===== src/rtl/sseg_scan_ctrl_pkg.sv =====
// Seven-segment scan controller shared types and constants.
// Glyph table, dark pattern and anode one-hot helper.
package sseg_pkg;

  localparam logic [6:0] SEG_OFF = 7'h7F;

  // Active-low cathode patterns {g,f,e,d,c,b,a}, index = nibble.
  localparam logic [6:0] GLYPH [16] = '{
    7'b1000000, 7'b1111001, 7'b0100100, 7'b0110000,
    7'b0011001, 7'b0010010, 7'b0000010, 7'b1111000,
    7'b0000000, 7'b0010000, 7'b0001000, 7'b0000011,
    7'b1000110, 7'b0100001, 7'b0000110, 7'b0001110
  };

  function automatic logic [7:0] an_onehot(
    input logic [2:0] idx,
    input logic       act_low
  );
    logic [7:0] v;
    v = 8'd1 << idx;
    return act_low ? ~v : v;
  endfunction

endpackage


===== src/rtl/sseg_scan_ctrl_if.sv =====
// Display data/control bundle for the scan controller.
// master drives data and controls; slave drives the display pins.
interface sseg_scan_ctrl_if #(
  parameter int NUM_DIGITS = 4
);
  logic [4*NUM_DIGITS-1:0] value;
  logic [NUM_DIGITS-1:0]   dp_in;
  logic [NUM_DIGITS-1:0]   blank_mask;
  logic [NUM_DIGITS-1:0]   blink_en;
  logic                    load;
  logic                    hex_mode;
  logic                    lz_suppress;
  logic [6:0]              seg_cat;
  logic                    seg_dp;
  logic [NUM_DIGITS-1:0]   seg_an;
  logic                    frame_done;

  modport master (
    output value, dp_in, blank_mask, blink_en,
    output load, hex_mode, lz_suppress,
    input  seg_cat, seg_dp, seg_an, frame_done
  );

  modport slave (
    input  value, dp_in, blank_mask, blink_en,
    input  load, hex_mode, lz_suppress,
    output seg_cat, seg_dp, seg_an, frame_done
  );
endinterface


===== src/rtl/sseg_scan_ctrl_glyph_dec.sv =====
// Nibble to active-low cathode pattern.
// Codes 10-15 go dark unless hex mode is on.
import sseg_pkg::*;

module sseg_glyph_dec (
  input  logic [3:0] nib_i,
  input  logic       hex_mode_i,
  output logic [6:0] cat_o
);

  // Table lookup with decimal-only gating.
  always_comb begin
    cat_o = GLYPH[nib_i];
    if (!hex_mode_i && (nib_i > 4'd9)) begin
      cat_o = SEG_OFF;
    end
  end

endmodule


===== src/rtl/sseg_scan_ctrl.sv =====
// Multi-digit seven-segment scan controller with frame-aligned
// value loading, blanking, blinking and leading-zero suppression.
import sseg_pkg::*;

module sseg_scan_ctrl #(
  parameter int NUM_DIGITS       = 4,
  parameter int TICK_DIV         = 16384,
  parameter int BLINK_FRAMES     = 64,
  parameter int ANODE_ACTIVE_LOW = 1
) (
  input logic             clk,
  input logic             rst,
  sseg_scan_ctrl_if.slave bus
);

  localparam int CW = $clog2(TICK_DIV);
  localparam int BW =
    (BLINK_FRAMES > 1) ? $clog2(BLINK_FRAMES) : 1;
  localparam int VW = 4 * NUM_DIGITS;
  localparam int ND = NUM_DIGITS;

  localparam logic [CW-1:0] CNT_MAX = CW'(TICK_DIV - 1);
  localparam logic [2:0]    IDX_MAX = 3'(NUM_DIGITS - 1);
  localparam logic [BW-1:0] BLK_MAX = BW'(BLINK_FRAMES - 1);
  localparam logic          ACT_LOW = (ANODE_ACTIVE_LOW != 0);
  localparam logic [ND-1:0] AN_OFF  = {ND{ACT_LOW}};

  logic [CW-1:0] cnt_q, cnt_d;
  logic [2:0]    idx_q, idx_d;
  logic [BW-1:0] blk_q, blk_d;
  logic          phase_q, phase_d;
  logic [VW-1:0] pend_q, pend_d;
  logic [ND-1:0] pdp_q, pdp_d;
  logic          pv_q, pv_d;
  logic [VW-1:0] disp_q, disp_d;
  logic [ND-1:0] ddp_q, ddp_d;
  logic [6:0]    cat_q, cat_d;
  logic          dp_q, dp_d;
  logic [ND-1:0] an_q, an_d;

  logic          tick;
  logic          fd;
  logic [ND-1:0] sel_oh;
  logic [VW-1:0] disp_sh;
  logic [3:0]    nib;
  logic [6:0]    glyph;
  logic          dark;

  assign tick = (cnt_q == CNT_MAX);
  assign fd   = tick && (idx_q == IDX_MAX);

  assign bus.seg_cat    = cat_q;
  assign bus.seg_dp     = dp_q;
  assign bus.seg_an     = an_q;
  assign bus.frame_done = fd;

  sseg_glyph_dec u_glyph (
    .nib_i      (nib),
    .hex_mode_i (bus.hex_mode),
    .cat_o      (glyph)
  );

  // Prescaler, digit index and blink phase.
  always_comb begin
    cnt_d   = tick ? '0 : cnt_q + CW'(1);
    idx_d   = idx_q;
    blk_d   = blk_q;
    phase_d = phase_q;
    if (tick) begin
      idx_d = (idx_q == IDX_MAX) ? 3'd0 : idx_q + 3'd1;
    end
    if (fd) begin
      if (blk_q == BLK_MAX) begin
        blk_d   = '0;
        phase_d = ~phase_q;
      end else begin
        blk_d = blk_q + BW'(1);
      end
    end
  end

  // Pending/display shadow: display only moves at frame end.
  always_comb begin
    pend_d = pend_q;
    pdp_d  = pdp_q;
    pv_d   = pv_q;
    disp_d = disp_q;
    ddp_d  = ddp_q;
    if (bus.load) begin
      pend_d = bus.value;
      pdp_d  = bus.dp_in;
      pv_d   = 1'b1;
    end
    if (fd) begin
      if (bus.load) begin
        disp_d = bus.value;
        ddp_d  = bus.dp_in;
        pv_d   = 1'b0;
      end else if (pv_q) begin
        disp_d = pend_q;
        ddp_d  = pdp_q;
        pv_d   = 1'b0;
      end
    end
  end

  // Next-slot pattern, latched on tick from the new index.
  always_comb begin
    sel_oh  = ND'(an_onehot(idx_d, 1'b0));
    disp_sh = disp_d >> {idx_d, 2'b00};
    nib     = disp_sh[3:0];
    dark    = |(bus.blank_mask & sel_oh)
           || (|(bus.blink_en & sel_oh) && !phase_d)
           || (!bus.hex_mode && (nib > 4'd9))
           || (bus.lz_suppress && (idx_d != 3'd0)
               && (disp_sh == '0));
    cat_d = cat_q;
    dp_d  = dp_q;
    an_d  = an_q;
    if (tick) begin
      cat_d = dark ? SEG_OFF : glyph;
      dp_d  = dark || !(|(ddp_d & sel_oh));
      an_d  = ND'(an_onehot(idx_d, ACT_LOW));
    end
  end

  // State and output registers.
  always_ff @(posedge clk or posedge rst) begin
    if (rst) begin
      cnt_q   <= '0;
      idx_q   <= '0;
      blk_q   <= '0;
      phase_q <= 1'b1;
      pend_q  <= '0;
      pdp_q   <= '0;
      pv_q    <= 1'b0;
      disp_q  <= '0;
      ddp_q   <= '0;
      cat_q   <= SEG_OFF;
      dp_q    <= 1'b1;
      an_q    <= AN_OFF;
    end else begin
      cnt_q   <= cnt_d;
      idx_q   <= idx_d;
      blk_q   <= blk_d;
      phase_q <= phase_d;
      pend_q  <= pend_d;
      pdp_q   <= pdp_d;
      pv_q    <= pv_d;
      disp_q  <= disp_d;
      ddp_q   <= ddp_d;
      cat_q   <= cat_d;
      dp_q    <= dp_d;
      an_q    <= an_d;
    end
  end

endmodule


===== src/flat_wrapper.sv =====
// flat-port wrapper written by rule: the top's interface ports become plain ports
module sseg_scan_ctrl_flat 
#(
  parameter int NUM_DIGITS       = 4,
  parameter int TICK_DIV         = 16384,
  parameter int BLINK_FRAMES     = 64,
  parameter int ANODE_ACTIVE_LOW = 1
)
  (clk, rst, bus_value, bus_dp_in, bus_blank_mask, bus_blink_en, bus_load, bus_hex_mode, bus_lz_suppress, bus_seg_cat, bus_seg_dp, bus_seg_an, bus_frame_done);
  sseg_scan_ctrl_if #(.NUM_DIGITS(NUM_DIGITS)) bus_i ();
  input logic clk;
  input logic rst;
  input wire logic [$bits(bus_i.value)-1:0] bus_value;
  input wire logic [$bits(bus_i.dp_in)-1:0] bus_dp_in;
  input wire logic [$bits(bus_i.blank_mask)-1:0] bus_blank_mask;
  input wire logic [$bits(bus_i.blink_en)-1:0] bus_blink_en;
  input wire logic [$bits(bus_i.load)-1:0] bus_load;
  input wire logic [$bits(bus_i.hex_mode)-1:0] bus_hex_mode;
  input wire logic [$bits(bus_i.lz_suppress)-1:0] bus_lz_suppress;
  output wire logic [$bits(bus_i.seg_cat)-1:0] bus_seg_cat;
  output wire logic [$bits(bus_i.seg_dp)-1:0] bus_seg_dp;
  output wire logic [$bits(bus_i.seg_an)-1:0] bus_seg_an;
  output wire logic [$bits(bus_i.frame_done)-1:0] bus_frame_done;
  assign bus_i.value = bus_value;
  assign bus_i.dp_in = bus_dp_in;
  assign bus_i.blank_mask = bus_blank_mask;
  assign bus_i.blink_en = bus_blink_en;
  assign bus_i.load = bus_load;
  assign bus_i.hex_mode = bus_hex_mode;
  assign bus_i.lz_suppress = bus_lz_suppress;
  assign bus_seg_cat = bus_i.seg_cat;
  assign bus_seg_dp = bus_i.seg_dp;
  assign bus_seg_an = bus_i.seg_an;
  assign bus_frame_done = bus_i.frame_done;
  sseg_scan_ctrl #(.NUM_DIGITS(NUM_DIGITS), .TICK_DIV(TICK_DIV), .BLINK_FRAMES(BLINK_FRAMES), .ANODE_ACTIVE_LOW(ANODE_ACTIVE_LOW)) u_core (.clk(clk), .rst(rst), .bus(bus_i));
endmodule

===== config.mk =====
export PLATFORM = sky130hd
export DESIGN_NAME = sseg_scan_ctrl_flat
export DESIGN_NICKNAME = d
export VERILOG_FILES = /design/src/rtl/sseg_scan_ctrl_pkg.sv /design/src/rtl/sseg_scan_ctrl_if.sv /design/src/rtl/sseg_scan_ctrl_glyph_dec.sv /design/src/rtl/sseg_scan_ctrl.sv /design/src/flat_wrapper.sv
export SDC_FILE = /design/constraint.sdc
export NUM_CORES = 1
export LEC_CHECK = 0
export BUFFER_PORTS_ARGS = -buffer_cell sky130_fd_sc_hd__buf_2
export CAP_MARGIN = 20
export CORE_AREA = 2 2 139 73
export CTS_CLUSTER_SIZE = 20
export DETAILED_ROUTE_END_ITERATION = 10
export DIE_AREA = 0 0 141 75
export GPL_ROUTABILITY_DRIVEN = 0
export PLACE_DENSITY = 0.63
export RECOVER_POWER = 25
export SLEW_MARGIN = 15
export SYNTH_ARGS = -nofsm -noshare
export SYNTH_HDL_FRONTEND = slang
export SYNTH_HIERARCHICAL = 1
export SYNTH_SLANG_ARGS = --single-unit

===== constraint.sdc =====
create_clock -name clk -period 5.16 [get_ports clk]
set_clock_uncertainty 0.05 [all_clocks]
set_input_delay 0.774 -clock clk [delete_from_list [all_inputs] [get_ports clk]]
set_output_delay 0.774 -clock clk [all_outputs]
set_load 0.05 [all_outputs]

==> qor.csv <==
stage,metric,value,unit
status,status,finished with violations,
status,failing checks,"max-capacitance violations, max-slew violations",
pwr,Internal Power,1.08,mW
critical_path,Worst path max stage delay,0.83,ns
grt,antenna violations before repair,0,
yosys,Post-synth EDFFs,0,
pwr,worst vdd ir,114,µV
yosys,post-synthesis cell area,4160,µm²
critical_path,worst setup path class,register to register,
timing,Fin. Hold Viols,0,
place,Post-DP Area,4480,µm²
clock_tree,Root Driver,clkbuf_16,
routing,DR WL/cell,15.9,µm
place,I/O Buffers,45,
timing,fin. max-slew vios,46,
routing,DR vias,3113,
critical_path,Crit. End Element,register,
timing,ratio of final minimum period to clock period,0.817,
job,MaxCap Viol Count,1,
yosys,Yosys reg bits,77,
pwr,total power,1.36,mW
floorplanning,die width,141,µm
place,DP Worst Slack,0.975,ns
floorplanning,chip height,75,µm
floorplanning,initial core utilization,0.448,
timing,unrepaired setup endpoints after global routing,no,
place,Final HPWL DP,6670,µm
timing,Slew @ Worst Pin,1.99,ns
routing,drt pass-1 iters,4,
pwr,leakage power,2.19,nW
pwr,Reg power frac,0.461,
grt,largest net degree at the start of global routing,46,
timing,Final TNS setup,0,ns
finish,"commonest cells after routing, fill and taps aside","dfrtp_1, buf_2, nor2_1",
critical_path,"CP delay by family, top",simple AND/OR/NAND/NOR gates,
pwr,P_sw,0.285,mW
grt,vias in the first global route,3143,
finish,area of the multi-input gates,2030,µm²
finish,area delta synth->final,15.2,%
finish,Layout Cells excl Fill,573,
clock_tree,clk buf depth,2,
floorplanning,core box area,9290,µm²
pwr,cell area power density,284,nW/µm²
routing,Final ANT Viol Nets,0,
routing,1st-iter DRT viols,209,
timing,Slew headroom,-0.331,
timing,Final WS setup,0.943,ns
clock_tree,CTS tree,done,
clock_tree,total CTS buffers,9,
finish,share of post-route cells with drive strength above 1,0.270,
clock_tree,postcts setup bufs,0,
critical_path,Crit path depth,13,
critical_path,worst reg2reg path depth,13,
finish,"most common cell after layout, fill and taps aside",dfrtp_1,
routing,WL final,9130,µm
critical_path,CP max stage cell,or4_1,
pwr,Clk network pwr share,0.488,
worst_hold_path,Hold Crit Class,register to register,
clock_tree,latest clock arrival within the worst-skew pair,0.34,ns
timing,hold_ws,0.409,ns
yosys,synthesized instance count,402,
clock_tree,"Clk pin slew, worst setup/hold paths",0.06,ns
pwr,Net Sw Frac,0.209,
yosys,"Seq/Total Area, Yosys",0.467,
critical_path,Worst Path Required,5.38,ns
yosys,Synthesis Warnings,6,
grt,total track usage,0.192,
place,dpl cells,557,
pwr,Gate power share,0.051,
critical_path,Critical path buffers and inverters,2,
routing,Vias/cell,5.43,
timing,Peak Freq,237,MHz
yosys,"Avg Cell Area, Syn",10.3,µm²
finish,ANT cells,0,
floorplanning,Total Die Area,10600,µm²
clock_tree,Sink Count,77,
grt,first-pass GRT wire length,15600,µm
critical_path,CP Launch Type,register,
worst_hold_path,Hold Crit Depth,1,
critical_path,crit-path cells,"ha_1, nand3_1, or4_1, mux2i_4, inv_2, o21ai_0, o311a_1, inv_1, ha_1, and2b_1, o21ai_0, nand3_1, o31a_1",
grt,grt ovf,0,
yosys,Netlist cell types,65,
finish,fin nets,490,
timing,"Min Clock Period, post-route",4.22,ns
routing,drc violations,0,
yosys,Post-synth ARST share,1.00,
yosys,Syn Nets,445,
finish,final design utilization,0.516,
finish,cell area after layout,4790,µm²
clock_tree,cts repair resizes,0,
finish,Fillers,846,
floorplanning,IO Count,46,
clock_tree,H-tree Lvls,3,
finish,FF/Latch Area,1940,µm²
clock_tree,hold buffer count at CTS,0,
floorplanning,row count,25,
critical_path,crit-path max FO,15,
timing,Setup-failing EPs final,0,
yosys,Synth Flop Type,dfrtp_1,
critical_path,arrival time at the worst endpoint,4.44,ns
cells in the mapped netlist, drive strengths merged, types with 6 or more instances:
| master | count | share of area |
|---|---|---|
| nand2b | 11 | 0.017 |
| buf | 14 | 0.024 |
| mux2i | 12 | 0.032 |
| xor2 | 6 | 0.013 |
| dfstp | 13 | 0.082 |
| dfrtp | 64 | 0.38 |
| nor2 | 43 | 0.039 |
| a21oi | 11 | 0.013 |
| inv | 20 | 0.018 |
| o31a | 8 | 0.017 |
| mux2 | 30 | 0.081 |
| xnor2 | 7 | 0.015 |
| nand2 | 27 | 0.024 |
| nand4 | 6 | 0.013 |
| o21ai | 24 | 0.031 |
| nor3 | 10 | 0.012 |
| nand3 | 18 | 0.022 |
| ha | 10 | 0.030 |
power groups by stage:
stage	combinational (mW)	sequential (mW)	clock, mW
finish	0.0700	0.627	0.664
floorplan	0.0442	0.636	0
global route	0.0792	0.629	0.709
detailed placement	0.0720	0.637	0
global placement	0.0710	0.637	0
CTS	0.0722	0.627	0.686
layout make-up:
| type | count | area share |
|---|---|---|
| clock inverter | 4 | 0.0154 |
| multi-input combinational | 287 | 0.424 |
| timing repair buffer | 52 | 0.0579 |
| inverter | 20 | 0.0159 |
| clock buffer | 12 | 0.0493 |
| sequential | 77 | 0.405 |
| tap | 121 | 0.0316 |
cell families after synthesis:
kind of cell	after synthesis	synth area share
compound gates	79	0.136
xor+xnor	13	0.0274
fa+ha+maj	10	0.0301
buf+inv	38	0.0460
flops	77	0.467
mux	42	0.113
simple gates	143	0.180
worst reg2reg max path, cell delays in order (launching register included):
cell,delay (ns)
dfrtp_1,0.37
ha_1,0.21
nand3_1,0.31
or4_1,0.83
mux2i_4,0.47
inv_2,0.17
o21ai_0,0.12
o311a_1,0.42
inv_1,0.16
ha_1,0.31
and2b_1,0.16
o21ai_0,0.17
nand3_1,0.09
o31a_1,0.30
layer usage:
| layer | global-route usage | wire [µm] | vias to the layer above | share of wire |
|---|---|---|---|---|
| met5 | 0 | 0 | - | 0 |
| met4 | 0.0667 | 122 | 0 | 0.013 |
| met3 | 0.0509 | 359 | 9 | 0.039 |
| met2 | 0.297 | 4040 | 45 | 0.44 |
| met1 | 0.267 | 4610 | 1516 | 0.50 |
| li1 | - | - | 1543 | - |
flip-flops by register name, indices dropped and copies added (netlist names), 3 cells and up:
name,flops
u_core/blk_q,6
u_core/cnt_q,14
u_core/ddp_q,4
u_core/disp_q,16
u_core/bus.seg_an,4
u_core/bus.seg_cat,7
u_core/idx_q,3
u_core/pend_q,16
u_core/pdp_q,4
path summary, 6_finish.rpt:
check                                startpoint                    end  slack [ns]
worst max-delay path            u_core/cnt_q[0]  u_core/bus.seg_cat[1]        0.94
worst min-delay path            u_core/cnt_q[0]        u_core/cnt_q[0]        0.41
worst max register to register  u_core/cnt_q[0]  u_core/bus.seg_cat[1]        0.94
worst min register to register  u_core/cnt_q[0]        u_core/cnt_q[0]        0.41
max in group asynchronous                   rst  u_core/bus.seg_cat[6]        2.95
min in group asynchronous                   rst        u_core/cnt_q[7]        0.89
(Power assumes the default switching activity.)
